$ cat config.mk
export PLATFORM = sky130hd
export DESIGN_NAME = pipeline_hazard_controller
export DESIGN_NICKNAME = d
export VERILOG_FILES = /design/src/rtl/pipeline_hazard_controller.sv
export SDC_FILE = /design/constraint.sdc
export NUM_CORES = 1
export LEC_CHECK = 0
export BUFFER_PORTS_ARGS = -buffer_cell sky130_fd_sc_hd__buf_2
export CORE_AREA = 4 4 41 43
export CTS_CLUSTER_SIZE = 24
export DETAILED_ROUTE_END_ITERATION = 8
export DIE_AREA = 0 0 45 47
export PLACE_DENSITY_LB_ADDON = 0.2
export SLEW_MARGIN = 20
export SYNTH_ARGS = -nofsm -noshare
export SYNTH_HDL_FRONTEND = slang
export SYNTH_SLANG_ARGS = --single-unit
$ cat constraint.sdc
create_clock -name clock -period 4.55 [get_ports clock]
set_input_delay 0.6825 -clock clock [delete_from_list [all_inputs] [get_ports clock]]
set_output_delay 0.6825 -clock clock [all_outputs]
set_load 0.03 [all_outputs]
$ cat src/rtl/pipeline_hazard_controller.sv
// -----------------------------------------------------------------------------
// pipeline_hazard_controller
//
// Purpose:
//   Sequences the pipeline front end from the HazardDetection flag and the
//   EX-stage branch resolution. A one-cycle hazard flag becomes a stall of
//   STALL_CYCLES cycles. A taken branch flushes IF/ID and ID/EX, and it
//   overrides both a new hazard and a stall that is already in progress.
//   All outputs are combinational from the current state and the inputs, so
//   a response appears in the same cycle as its cause.
//
// Parameters:
//   STALL_CYCLES : number of stall cycles per detected hazard (1..15)
//   PERF_W       : width of the bubble counter
//
// Ports:
//   clock           in   pipeline clock, rising edge
//   reset           in   asynchronous, active-low reset
//   hasHazard       in   ID-vs-EX data hazard flag
//   branch_taken    in   branch/jump resolved taken in EX this cycle
//   PCWrite         out  PC write-enable
//   IF_ID_Hold      out  hold the IF/ID register
//   IF_ID_Flush     out  zero the IF/ID register
//   ID_EX_CtrlFlush out  zero the ID/EX control bits (insert a bubble)
//   stall_active    out  the front end is stalled this cycle
//   bubble_count    out  bubbles inserted since reset (saturating)
//
// Handshake note: there is no valid/ready pairing here. The inputs are
//   level flags that are sampled every cycle, and the outputs are level
//   controls that are valid in the same cycle.
//
// Optional feature (macro HAZARD_PERF_CNT_EN):
//   When defined, bubble_count counts the rising edges at which
//   ID_EX_CtrlFlush=1 and saturates at 2^PERF_W-1. When undefined, no
//   counter register is built and bubble_count is tied to 0.
// -----------------------------------------------------------------------------
module pipeline_hazard_controller #(
  parameter int unsigned STALL_CYCLES = 2,
  parameter int unsigned PERF_W       = 16
) (
  input  logic              clock,
  input  logic              reset,
  input  logic              hasHazard,
  input  logic              branch_taken,
  output logic              PCWrite,
  output logic              IF_ID_Hold,
  output logic              IF_ID_Flush,
  output logic              ID_EX_CtrlFlush,
  output logic              stall_active,
  output logic [PERF_W-1:0] bubble_count
);

  typedef enum logic {
    RUN   = 1'b0,
    STALL = 1'b1
  } state_t;

  // The hazard cycle itself is the first stall cycle, so the counter is
  // loaded with the number of cycles that remain after it.
  localparam logic [3:0] LP_RELOAD = 4'(STALL_CYCLES - 1);
  localparam bit         LP_SINGLE = (STALL_CYCLES == 1);

  state_t     r_state;
  state_t     w_state_nxt;
  logic [3:0] r_cnt;
  logic [3:0] w_cnt_nxt;

  logic w_pc_write;
  logic w_hold;
  logic w_flush;
  logic w_ctrl_flush;
  logic w_stall;

  always_ff @(posedge clock or negedge reset) begin
    if (!reset) begin
      r_state <= RUN;
      r_cnt   <= 4'd0;
    end else begin
      r_state <= w_state_nxt;
      r_cnt   <= w_cnt_nxt;
    end
  end

  always_comb begin
    w_state_nxt  = r_state;
    w_cnt_nxt    = r_cnt;
    w_pc_write   = 1'b0;
    w_hold       = 1'b0;
    w_flush      = 1'b0;
    w_ctrl_flush = 1'b0;
    w_stall      = 1'b0;
    case (r_state)
      RUN: begin
        if (branch_taken) begin
          // Any dependent instruction is squashed, so hasHazard is ignored.
          w_pc_write   = 1'b1;
          w_flush      = 1'b1;
          w_ctrl_flush = 1'b1;
          w_state_nxt  = RUN;
          w_cnt_nxt    = 4'd0;
        end else if (hasHazard) begin
          w_hold       = 1'b1;
          w_ctrl_flush = 1'b1;
          w_stall      = 1'b1;
          if (LP_SINGLE) begin
            w_state_nxt = RUN;
            w_cnt_nxt   = 4'd0;
          end else begin
            w_state_nxt = STALL;
            w_cnt_nxt   = LP_RELOAD;
          end
        end else begin
          w_pc_write = 1'b1;
        end
      end
      STALL: begin
        if (branch_taken) begin
          w_pc_write   = 1'b1;
          w_flush      = 1'b1;
          w_ctrl_flush = 1'b1;
          w_state_nxt  = RUN;
          w_cnt_nxt    = 4'd0;
        end else begin
          w_hold       = 1'b1;
          w_ctrl_flush = 1'b1;
          w_stall      = 1'b1;
          // A count of 0 cannot occur in STALL. It is treated like 1 so that
          // a corrupted count cannot lock up the front end.
          if (r_cnt <= 4'd1) begin
            w_state_nxt = RUN;
            w_cnt_nxt   = 4'd0;
          end else begin
            w_cnt_nxt = r_cnt - 4'd1;
          end
        end
      end
      default: begin
        w_state_nxt = RUN;
        w_cnt_nxt   = 4'd0;
      end
    endcase
  end

  // While reset is low every control output is forced to 0 without waiting
  // for a clock edge.
  assign PCWrite         = reset & w_pc_write;
  assign IF_ID_Hold      = reset & w_hold;
  assign IF_ID_Flush     = reset & w_flush;
  assign ID_EX_CtrlFlush = reset & w_ctrl_flush;
  assign stall_active    = reset & w_stall;

`ifdef HAZARD_PERF_CNT_EN
  logic [PERF_W-1:0] r_bubble_count;

  always_ff @(posedge clock or negedge reset) begin
    if (!reset) begin
      r_bubble_count <= '0;
    end else if (ID_EX_CtrlFlush && (r_bubble_count != {PERF_W{1'b1}})) begin
      r_bubble_count <= r_bubble_count + 1'b1;
    end
  end

  assign bubble_count = r_bubble_count;
`else
  assign bubble_count = '0;
`endif

endmodule
**Word level (Yosys, flattened, before mapping)**

Cells that the tools add are included.

- Output and inout port bits: 21
- Flip-flop bits (word level): 5

- Add/sub/neg operators: 1
- Bitwise logic cells: 5
- Magnitude comparators: 1
- Equality and inequality tests: 1
- Multiplexer cells: 18

Operator list:

| operator | number |
|---|---|
| two-way mux 4 bit | 4 |
| two-way mux 1 bit | 9 |
| one-hot mux 1 bit (2 select lines) | 4 |
| one-hot mux 4 bit (2 select lines) | 1 |
| AND 1 bit | 4 |
| less-or-equal comparator 4 x 1 -> 1 bit (second input constant) | 1 |
| subtractor 4 x 1 -> 4 bit (second input constant) | 1 |
| inequality test 3 bit (second input constant) | 1 |
| NOT 1 bit | 1 |

**Depth between registers and ports, before layout**

Gate-level depths: netlist of the first run.

- Depth after elaboration: 4
- Mapped depth: 5
- Depth with buffers taken out: 5

**Worst setup path before layout of the first run**

OpenSTA, ideal clock, no wires.

- Kind: input port to output port
- Start point: in branch_taken
- End point: out stall_active
- Arrival time: 1952 ps
- Setup slack: 1915 ps
- Data required time: 3868 ps
- Buffers on the path: 2
- Stages: 3
- Cells stage by stage: clkbuf_1 nor3b_1 buf_4

- Word-level cells in the longest chain between the ends: 3
- Elaborated cells between the ends (all ways): 4

Ends and longest elaborated chain:

| element | RTL line | source |
|---|---|---|
| from (decl) | 44 | `input logic branch_taken,` |
| two-way mux 1 bit (on tied branches) | -- |  |
| one-hot mux 1 bit (2 select lines) (*) | -- |  |
| AND 1 bit (*) | -- |  |
| to (decl) | 49 | `output logic stall_active,` |

Mark *: on every way between the ends. The rest lies on a longest branch, timed or not.

**Final worst setup path of the first run**

- Start point: in reset
- End point: out stall_active

- Word-level cells in the longest chain between the ends: 1

Ends and longest elaborated chain:

| element | RTL line | source |
|---|---|---|
| from (decl) | 42 | `input logic reset,` |
| AND 1 bit | 150 | `assign stall_active = reset & w_stall;` |

No other way between the ends.

==> metrics.md, run 1 <==
| Metric | Value |
|---|---|
| Outcome | `finished, final reports clean` |
| Buffers inserted during post-CTS setup optimization | `0` |
| I/O Buffers | `8` |
| Largest net degree at the start of global routing | `10` |
| Clock share of power | `35.6%` |
| Unique masters post-synth | `21` |
| Worst R2R Setup Slack | `roughly 3000 ps` |
| 1st-iter DRT viols | `9` |
| Reg power frac | `35.4%` |
| Met1 WL | `around 310 um` |
| Register area share after synthesis | `28.82%` |
| Crit Reg-Reg Endpoint | `r_cnt[0]` |
| Die height | `47 um` |
| Filler cells | `149` |
| Worst-skew pair later-pin latency | `240 ps` |
| Die ar. | `2115 um^2` |
| Max Used Layer | `met3` |
| Initial antenna violation count | `0` |
| Syn. warnings | `0` |
| Largest fanout on the critical path | `9` |
| CP arrival | `around 1300 ps` |
| CORE AREA | `1301 um^2` |
| Final Hold Fails | `0` |
| Clk sinks | `5` |
| ANT cells | `0` |
| Vias in the first global route | `approximately 270` |
| Switching part of the total | `37.21%` |
| Static leakage | `around 0.23 nW` |
| Syn avg cell area | `8.192 um^2` |
| WL final | `684 um` |
| Area grow syn2layout | `2.306%` |
| Pre-antenna DRT Iters | `2` |
| Clock-pin slew on the worst setup and hold paths | `around 40 ps` |
| Clock Skew | `0.2910 ps` |
| Req. time, crit path | `3870 ps` |
| Tmin final | `just over 2000 ps` |
| Initial Util | `33.37%` |
| Setup_tns | `0 ps` |
| Synthesis-stage register bit count | `5` |
| Routed vias | `about 310` |
| Number of nets in the layout | `69` |
| Residual DRC | `0` |
| Power Internal | `88.47 uW` |
| Io pins | `25` |
| Setup crit end kind | `primary output` |
| Gr ovfl total | `0` |
| Post-synth ARST share | `100.0%` |
| Synth Flop Type | `dfrtp_1` |
| Reg2Reg Depth | `5` |
| CP startpoint kind | `primary input` |
| P_sw | `about 52 uW` |
| Clock Root Buffer | `clkbuf_4` |
| Layout cells sized above 1 | `17.74%` |
| Post-route ant nets | `0` |
| GPL Wtd Cong | `0.6840` |
| H-tree depth | `1` |
| Hold Crit Class | `in2async` |
| Post-placement cell area | `about 420 um^2` |
| GR Util All Layers | `7.228%` |
| Worst setup path class | `in2out` |
| Synthesized cell area | `434.2 um^2` |
| Fin area | `444.2 um^2` |
| Power, Total | `140.9 uW` |
| Setup violations, final | `0` |
| Logic pwr share | `29.0%` |
| First-pass GRT wire length | `1090 um` |
| R2r startpoint | `r_cnt[0]` |
| Fmax | `495.7 MHz` |
| Routed WL per cell | `8.883 um` |
| Max-cap violations | `0` |
| TritonCTS clock tree | `yes` |
| Clock Path Buffers | `2` |
| CTS Buf Count | `3` |
| Number of synthesized flops with an enable pin | `0` |
| Slew @ Worst Pin | `614.7 ps` |
| Post-CTS Hold Fix Bufs | `0` |
| Total power per unit cell area | `317.2 nW/um^2` |
| Worst rel slew slack | `58.50%` |
| Slew Viols, Final | `0` |
| Maximum VDD drop | `~110 uV` |
| RSZ-0062 raised after global routing | `false` |
| Via-to-Cell Ratio | `between 3 and 4` |
| Dpl hpwl | `approximately 580 um` |
| Mapped Cells | `53` |
| WL met2 | `327 um` |
| Post-cts repair resize count | `0` |
| Origin of the worst setup path | `reset` |
| FP Rows | `13` |
| DIE WIDTH | `45 um` |
| DR WL met3 | `48 um` |
| Part of the cycle the worst path needs | `44.34%` |
| Critical path capture point | `stall_active` |
==> layer usage <==
| metal | track usage (%) | vias up |
|---|---|---|
| li1 | - | 160 |
| met1 | 10.62 | 138 |
| met2 | 9.322 | 9 |
| met3 | 1.149 | 0 |
| met4 | 5.263 | 0 |
| met5 | 0 | - |
==> how the worst min path moves through the flow <==
stage | start | end | slack (ps) | cells past startpoint
global route | reset | r_cnt[0] | 270 | 1
detailed placement | r_cnt[1] | r_cnt[1] | 500 | 2
finish | reset | r_cnt[0] | 270 | 1
CTS | reset | r_cnt[0] | 260 | 1
floorplan | reset | r_cnt[0] | 390 | 0
global placement | r_cnt[1] | r_cnt[1] | 500 | 2
==> stage by stage <==
stage | std cells | hold WS, ps | worst slack (ps) | util (%)
floorplan | 68 | 386.9 | 1915 | -
global route | 77 | 267.3 | 2429 | 34.13
global placement | 73 | 503.7 | 2527 | 32.12
detailed placement | 73 | 502.7 | 2530 | 32.12
CTS | 77 | 264.4 | 2524 | 34.13
finish | 77 | 271.5 | 2533 | 34.13
==> worst max-delay path, cell delays in order <==
cell	delay [ps]
buf_2	180
nor3b_1	240
buf_2	240
==> synth_stat cells, types with 2 or more instances <==
| library cell | instances | area share [%] |
|---|---|---|
| inv_1 | 3 | 2.6 |
| nor2b_1 | 2 | 2.9 |
| ha_1 | 2 | 5.8 |
| a21oi_1 | 2 | 2.3 |
| o21ai_0 | 4 | 4.6 |
| buf_4 | 17 | 29 |
| dfrtp_1 | 5 | 29 |
| nand2_1 | 3 | 2.6 |
| nor2_1 | 3 | 2.6 |
==> layout make-up <==
type / count / area (um^2) / area share (%)
Clock buffer: 4 / 26.28 / 5.915
Multi-Input combinational cell: 42 / 222.7 / 50.14
Timing Repair Buffer: 8 / 40.04 / 9.014
Tap cell: 15 / 18.77 / 4.225
Sequential cell: 5 / 125.1 / 28.17
Inverter: 3 / 11.26 / 2.535
==> flip-flops by register name (all words and copies together) (netlist names) <==
register  cells
r_cnt         4
r_state       1
==> layout by cell type (no fill, tap or decap), drive strengths merged, types with 2 or more instances in the layout <==
cell type and count:
nand2 3, a21oi 2, nor2 3, dfrtp 5
buf 8, nor2b 2, ha 2, conb 16
inv 3, o21ai 4, clkbuf 4
==> cells by family (layout without fill, tap and decap cells) <==
kind of cell	Yosys count	in the layout	synth area share (%)
AO/OA/AOI/OAI	8	8	10.66
adder cells (fa/ha/maj)	2	2	5.763
buffers and inverters	21	15	32.85
flip-flops	5	5	28.82
other	1	16	0.8637
AND/OR/NAND/NOR	16	16	21.04
==> power by group through the flow <==
stage	clock network [mW]	logic (mW)	registers [mW]
global route	0.0556	0.0451	0.0504
CTS	0.0530	0.0407	0.0498
finish	0.0502	0.0408	0.0499
detailed placement	0	0.0407	0.0504
floorplan	0	0.0450	0.0496
global placement	0	0.0408	0.0506
(Power assumes the default switching activity.)
==> inputs of run 2 (changes only) <==
--- a/config.mk
+++ b/config.mk
@@ -5,11 +5,12 @@
 export SDC_FILE = /design/constraint.sdc
 export NUM_CORES = 1
 export LEC_CHECK = 0
+export ABC_AREA = 1
 export BUFFER_PORTS_ARGS = -buffer_cell sky130_fd_sc_hd__buf_2
-export CORE_AREA = 4 4 41 43
+export CORE_MARGIN = 4
+export CORE_UTILIZATION = 36
 export CTS_CLUSTER_SIZE = 24
 export DETAILED_ROUTE_END_ITERATION = 8
-export DIE_AREA = 0 0 45 47
 export PLACE_DENSITY_LB_ADDON = 0.2
 export SLEW_MARGIN = 20
 export SYNTH_ARGS = -nofsm -noshare
==> constraint.sdc (replaced) <==
create_clock -name clock -period 1.8 [get_ports clock]
set_input_delay 0.27 -clock clock [delete_from_list [all_inputs] [get_ports clock]]
set_output_delay 0.27 -clock clock [all_outputs]
set_load 0.03 [all_outputs]
==> metrics.md, run 2 <==
| Metric | Value |
|---|---|
| Fin area | `494.2 um^2 (+11%)` |
| Routed vias | `338 (+10%)` |
| 1st-iter DRT viols | `4 (-5)` |
| Maximum VDD drop | `384.5 uV (+240%)` |
| Req. time, crit path | `1530 ps (-2340 ps)` |
| Xor-xnor portion of the synthesized cell area | `0% (unchanged)` |
| Worst setup path class | `in2out` |
| Post-placement cell area | `457.9 um^2 (+9.6%)` |
| DIE WIDTH | `44.20 um (-1.8%)` |
| Syn. warnings | `0 (unchanged)` |
| First-pass GRT wire length | `931 um (-15%)` |
| Largest net degree at the start of global routing | `9 (-1)` |
| Static leakage | `0.3042 nW (+31%)` |
| Setup crit end kind | `primary output` |
| CTS Buf Count | `3 (unchanged)` |
| Unique masters post-synth | `17 (-19%)` |
| Synth Flop Type | `dfrtp_1` |
| Synth area leader | `buf_4` |
| Setup slack after layout | `154.3 ps (-2378 ps)` |
| Die height | `44.20 um (-6.0%)` |
| Final Hold Fails | `0 (unchanged)` |
| Die ar. | `1953 um^2 (-7.7%)` |
| Max Used Layer | `met3` |
| Slew Viols, Final | `0 (unchanged)` |
| Commonest non-fill, non-tap cells in the layout | `conb_1 (16), inv_1 (9), buf_2 (8)` |
| Number of synthesized flops with an enable pin | `0 (unchanged)` |
| GPL Wtd Cong | `0.7176 (+4.9%)` |
| Clock Path Buffers | `2 (unchanged)` |
| Mux contribution to synthesized area | `0% (unchanged)` |
| Initial antenna violation count | `0 (unchanged)` |
| GR Util All Layers | `6.767% (-0.46 points)` |
| ANT cells | `0 (unchanged)` |
| Biggest regs | `r_cnt: 4 flops, r_state: 1 flops` |
| Top post-synthesis cells by area | `buf_4 (27%), dfrtp_1 (27%), inv_1 (7.2%)` |
| Power, Total | `417.7 uW (+200%)` |
| Tmin final | `1646 ps` |
| Clock-pin slew on the worst setup and hold paths | `40 ps (about the same)` |
| Area grow syn2layout | `4.775%` |
| Worst-skew pair later-pin latency | `230 ps (about the same)` |
| TritonCTS clock tree | `yes` |
| Number of nets in the layout | `83 (+20%)` |
| Total power per unit cell area | `845.1 nW/um^2 (+170%)` |
| Layout cells sized above 1 | `26.32% (+8.6 points)` |
| RSZ-0062 raised after global routing | `false` |
| Met1 WL | `299 um (-2.6%)` |
| Clk sinks | `5 (unchanged)` |
| CP startpoint kind | `primary input` |
| CORE AREA | `1171 um^2 (-10%)` |
| DR WL met3 | `37 um (-23%)` |
| Vias in the first global route | `256 (-4.1%)` |
| Main combinational cell family by area after synthesis | `buffers and inverters` |
| Compound-Gate Fraction of Synth Area | `8.488% (-2.2 points)` |
| Post-CTS Hold Fix Bufs | `1 (+1)` |
| Synthesized cell area | `471.7 um^2 (+8.6%)` |
| Residual DRC | `0 (unchanged)` |
| Io pins | `25 (unchanged)` |
| Post-Synth Adder-Cell Area | `5.305% (-0.46 points)` |
| I/O Buffers | `8 (unchanged)` |
| WL met2 | `350 um (+7.0%)` |
| Max FFs per register | `4 (unchanged)` |
| Setup violations, final | `0 (unchanged)` |
| Synthesis-stage register bit count | `5 (unchanged)` |
| Fin util | `42.20% (+8.1 points)` |
| Routed WL per cell | `7.622 um (-14%)` |
| FP Rows | `12 (-1)` |
| Clock Root Buffer | `clkbuf_4` |
| Setup_tns | `0 ps (unchanged)` |
| Hold Crit Class | `in2reg` |
| Syn avg cell area | `7.257 um^2 (-11%)` |
| Pre-antenna DRT Iters | `2 (unchanged)` |
| Dpl hpwl | `597.4 um (+3.3%)` |
| Most common cell after layout, fill and taps aside | `conb_1` |
| Post-synth top area share | `27.06% (-2.3 points)` |
| Worst slack, placed | `617.8 ps (-1912 ps)` |
| Most frequent cells after synthesis | `buf_4 (17), inv_1 (9), nand2_1 (6)` |
| Largest fanout on the critical path | `8 (-1)` |
| Max-cap violations | `0 (unchanged)` |
| Outcome | `finished, final reports clean` |
| Clock Skew | `2.312 ps (+2.021 ps)` |
| Post-synth ARST share | `100.0% (unchanged)` |
| Most numerous cell in the Yosys netlist | `buf_4` |
| CP peak stage delay | `520 ps (+280 ps)` |
| CP cell instances | `dlygate4sd3_1 -> buf_2 -> inv_1 -> nor2_1 -> buf_2` |
| Post-cts repair resize count | `0 (unchanged)` |
| Initial Util | `40.28% (+6.9 points)` |
| Gr ovfl total | `0 (unchanged)` |
| Post-route ant nets | `0 (unchanged)` |
| Via-to-Cell Ratio | `3.756 (-5.8%)` |
| H-tree depth | `1 (unchanged)` |
| CP max stage cell | `dlygate4sd3_1` |
| WL final | `686 um (+0.29%)` |
| Largest register by flop count | `r_cnt` |
| Post-Synth Simple-Gate Area | `22.28% (+1.2 points)` |
| Cell mode on critical path | `buf_2` |
| Part of the cycle the worst path needs | `91.43%` |
| Register area share after synthesis | `26.53% (-2.3 points)` |
| Fmax | `607.6 MHz` |
| CP arrival | `1380 ps (+50 ps)` |
| Buffers inserted during post-CTS setup optimization | `0 (unchanged)` |
| Mapped Cells | `65 (+23%)` |
==> run 2: changes by cell type after synthesis, moves of 2 or more <==
| cell | before | now |
|---|---|---|
| nor2b_1 | 2 | 0 |
| nand2_2 | 0 | 3 |
| o21ai_0 | 4 | 1 |
| inv_2 | 0 | 3 |
| inv_1 | 3 | 9 |
| nand2_1 | 3 | 6 |
| nor2_1 | 3 | 5 |
| o21ai_1 | 0 | 4 |
==> run 2: layout make-up <==
cell class | instances | area, um^2
sequential | 5 | 125.1
timing repair buffer | 9 | 50.05
clock buffer | 4 | 26.28
multi-input combinational | 46 | 230.2
inverter | 12 | 45.04
fill | 132 | 676.9
tap | 14 | 17.52
==> run 2: final timing paths <==
kind | from | endpoint | slack, ps | cells after the start
hold reg to reg | r_cnt[0] | r_cnt[0] | 490 | 1
max in group asynchronous | reset | r_cnt[1] | 1250 | 2
setup reg to reg | r_cnt[0] | r_cnt[3] | 640 | 9
setup / recovery | reset | stall_active | 150 | 5
hold / removal | hasHazard | r_cnt[0] | 310 | 3
min in group asynchronous | reset | r_cnt[2] | 400 | 2
==> run 2: cell families after synthesis <==
family,Yosys count
compound gates,8
fa+ha+maj,2
buf+inv,29
flops,5
other cells,1
simple gates,20
==> run 2: layer usage <==
layer	track usage, %	up-vias
met5	0	-
met4	5.422	0
met3	2.439	0
met2	10.47	7
met1	7.389	146
li1	-	185
==> run 2: metrics by stage <==
stage / instances / hold WS, ps
floorplan: 80 / -25.59
global placement: 85 / 108.4
detailed placement: 85 / 105.9
CTS: 90 / 310.8
global route: 90 / 362.6
finish: 90 / 314.6
==> run 2: power breakdown <==
| group | internal, mW | total [mW] | switching [mW] |
|---|---|---|---|
| clock network | 0.0833 | 0.122 | 0.0383 |
| logic | 0.0410 | 0.157 | 0.116 |
| registers | 0.126 | 0.139 | 0.0128 |
| total | 0.250 | 0.418 | 0.167 |
==> run 2: critical path: cells and delay by family <==
family        cells  cell delay, ps
simple gates      1             120
buf+inv           4            1000
==> inputs of run 3 (changes only) <==
--- a/config.mk
+++ b/config.mk
@@ -12,7 +12,9 @@
 export CTS_CLUSTER_SIZE = 24
 export DETAILED_ROUTE_END_ITERATION = 8
 export PLACE_DENSITY_LB_ADDON = 0.2
+export RECOVER_POWER = 50
 export SLEW_MARGIN = 20
 export SYNTH_ARGS = -nofsm -noshare
 export SYNTH_HDL_FRONTEND = slang
 export SYNTH_SLANG_ARGS = --single-unit
+export TNS_END_PERCENT = 5
==> metrics.md, run 3 (synthesis results as in run 2) <==
| Metric | Value |
|---|---|
| Outcome | `finished, final reports clean` |
| Largest register by flop count | `r_cnt` |
| Worst setup path class | `in2out` |
| Logic pwr share | `37.3% (-0.3 points)` |
| Fin area | `491.7 um^2 (-0.51%)` |
| Power Internal | `249.7 uW (-0.29%)` |
| Inst Count DP | `85 (unchanged)` |
| Vias in the first global route | `256 (unchanged)` |
| CP peak stage delay | `520 ps (about the same)` |
| Switching part of the total | `39.93% (-0.12 points)` |
| Largest net degree at the start of global routing | `9 (unchanged)` |
| Fin cells | `90 (unchanged)` |
| Hold Crit Class | `in2reg` |
| 1st-iter DRT viols | `6 (+2)` |
| GPL Wtd Cong | `0.7176 (unchanged)` |
| Fmax | `607.7 MHz (about the same)` |
| P_sw | `165.9 uW (-0.80%)` |
| CP cell instances | `dlygate4sd3_1 -> buf_2 -> inv_1 -> nor2_1 -> buf_2` |
| H-tree depth | `1 (unchanged)` |
| Die height | `44.20 um (unchanged)` |
| Routed vias | `338 (unchanged)` |
| Req. time, crit path | `1530 ps (about the same)` |
| Number of nets in the layout | `83 (unchanged)` |
| Static leakage | `0.3038 nW (-0.11%)` |
| ANT cells | `0 (unchanged)` |
| FP Rows | `12 (unchanged)` |
| Io pins | `25 (unchanged)` |
| CTS Buf Count | `3 (unchanged)` |
| Clock share of power | `29.2% (about the same)` |
| Filler cells | `133 (+0.76%)` |
| WL final | `691 um (+0.73%)` |
| Area grow syn2layout | `4.244%` |
| Clock Path Buffers | `2 (unchanged)` |
| Final hold slack | `315.0 ps (+0.4380 ps)` |
| First-pass GRT wire length | `931 um (unchanged)` |
| Routed WL per cell | `7.678 um (+0.73%)` |
| CP max stage cell | `dlygate4sd3_1` |
| Most common cell after layout, fill and taps aside | `conb_1` |
| Residual DRC | `0 (unchanged)` |
| GR Util All Layers | `6.767% (unchanged)` |
| Setup violations, final | `0 (unchanged)` |
| Maximum VDD drop | `381.9 uV (-0.69%)` |
| Setup_tns | `0 ps (unchanged)` |
| Clock Skew | `2.312 ps (unchanged)` |
| Buffers inserted during post-CTS setup optimization | `0 (unchanged)` |
| Initial Util | `40.28% (unchanged)` |
| CP arrival | `1380 ps (about the same)` |
| Max-cap violations | `0 (unchanged)` |
| Cell mode on critical path | `buf_2` |
| Initial antenna violation count | `0 (unchanged)` |
| Total power per unit cell area | `845.3 nW/um^2 (about the same)` |
| CP Buf/Inv Count | `4 (unchanged)` |
| CORE AREA | `1171 um^2 (unchanged)` |
| Pre-antenna DRT Iters | `2 (unchanged)` |
| Post-placement cell area | `457.9 um^2 (unchanged)` |
| DIE WIDTH | `44.20 um (unchanged)` |
| Biggest regs | `r_cnt: 4 flops, r_state: 1 flops` |
| Dpl hpwl | `597.4 um (unchanged)` |
| Post-route ant nets | `0 (unchanged)` |
| Layout cells sized above 1 | `25.00% (-1.3 points)` |
| Clk sinks | `5 (unchanged)` |
| Max FFs per register | `4 (unchanged)` |
| Setup slack after layout | `154.5 ps (+0.2120 ps)` |
| Setup crit end kind | `primary output` |
| TritonCTS clock tree | `yes` |
| Clock Root Buffer | `clkbuf_4` |
| CP startpoint kind | `primary input` |
| Reg power frac | `33.5% (+0.2 points)` |
| Fin util | `41.99% (-0.21 points)` |
| Clock-pin slew on the worst setup and hold paths | `40 ps (about the same)` |
| Final Hold Fails | `0 (unchanged)` |
| Largest fanout on the critical path | `8 (unchanged)` |
| Part of the cycle the worst path needs | `91.42% (about the same)` |
| Worst slack, placed | `617.8 ps (unchanged)` |
| RSZ-0062 raised after global routing | `false` |
| Gr ovfl total | `0 (unchanged)` |
| Tmin final | `1646 ps (-0.2120 ps)` |
| Via-to-Cell Ratio | `3.756 (unchanged)` |
| Worst-skew pair later-pin latency | `230 ps (about the same)` |
| Die ar. | `1953 um^2 (unchanged)` |
| Slew Viols, Final | `0 (unchanged)` |
| Commonest non-fill, non-tap cells in the layout | `conb_1 (16), inv_1 (9), buf_2 (8)` |
| Power, Total | `415.6 uW (-0.49%)` |
| Crit path max-delay family | `buffers and inverters` |
| I/O Buffers | `8 (unchanged)` |
run 3: cell counts in the layout (fill, tap and decap cells not counted):
No cell type changed its count.
run 3: layout make-up:
type	count	area (um^2)	share of cell area, %
multi-input combinational	46	227.7	46.31
clock buffer	4	26.28	5.344
timing repair buffer	9	50.05	10.18
tap	14	17.52	3.562
inverter	12	45.04	9.160
sequential	5	125.1	25.45
run 3: worst paths after layout:
path | start | endpoint | slack (ps) | cells past startpoint
max | reset | stall_active | 150 | 5
min in group asynchronous | reset | r_cnt[2] | 400 | 2
min reg2reg | r_cnt[0] | r_cnt[0] | 490 | 1
max in group asynchronous | reset | r_cnt[1] | 1250 | 2
min | hasHazard | r_cnt[0] | 320 | 3
max reg2reg | r_cnt[0] | r_cnt[3] | 600 | 9
run 3: what timing repair did:
action | CTS | global route
endpoints found under the setup margin | 0 | 0
endpoints found under the hold margin | 5 | 0
hold buffers | 1 | 0
gates resized for setup | 0 | 0
run 3: power groups by stage:
stage	Combinational [mW]	Clock [mW]	Sequential, mW
6_report	0.155	0.122	0.139
5_1_grt	0.172	0.134	0.141
4_1_cts	0.157	0.129	0.139
3_5_place_dp	0.155	0	0.141
3_3_place_gp	0.156	0	0.140
2_1_floorplan	0.159	0	0.138
run 3: metal layers:
metal / track usage, % / up-vias / share of wire [%]
met5: 0 / - / 0
met1: 7.389 / 146 / 44
met3: 2.439 / 0 / 5.4
met2: 10.47 / 7 / 50
met4: 5.422 / 0 / 0
li1: - / 185 / -
run 3: tightest hold or removal path, cell delays in order:
cell and delay, ps:
buf_2 100, o21ai_0 70, o21ai_1 70
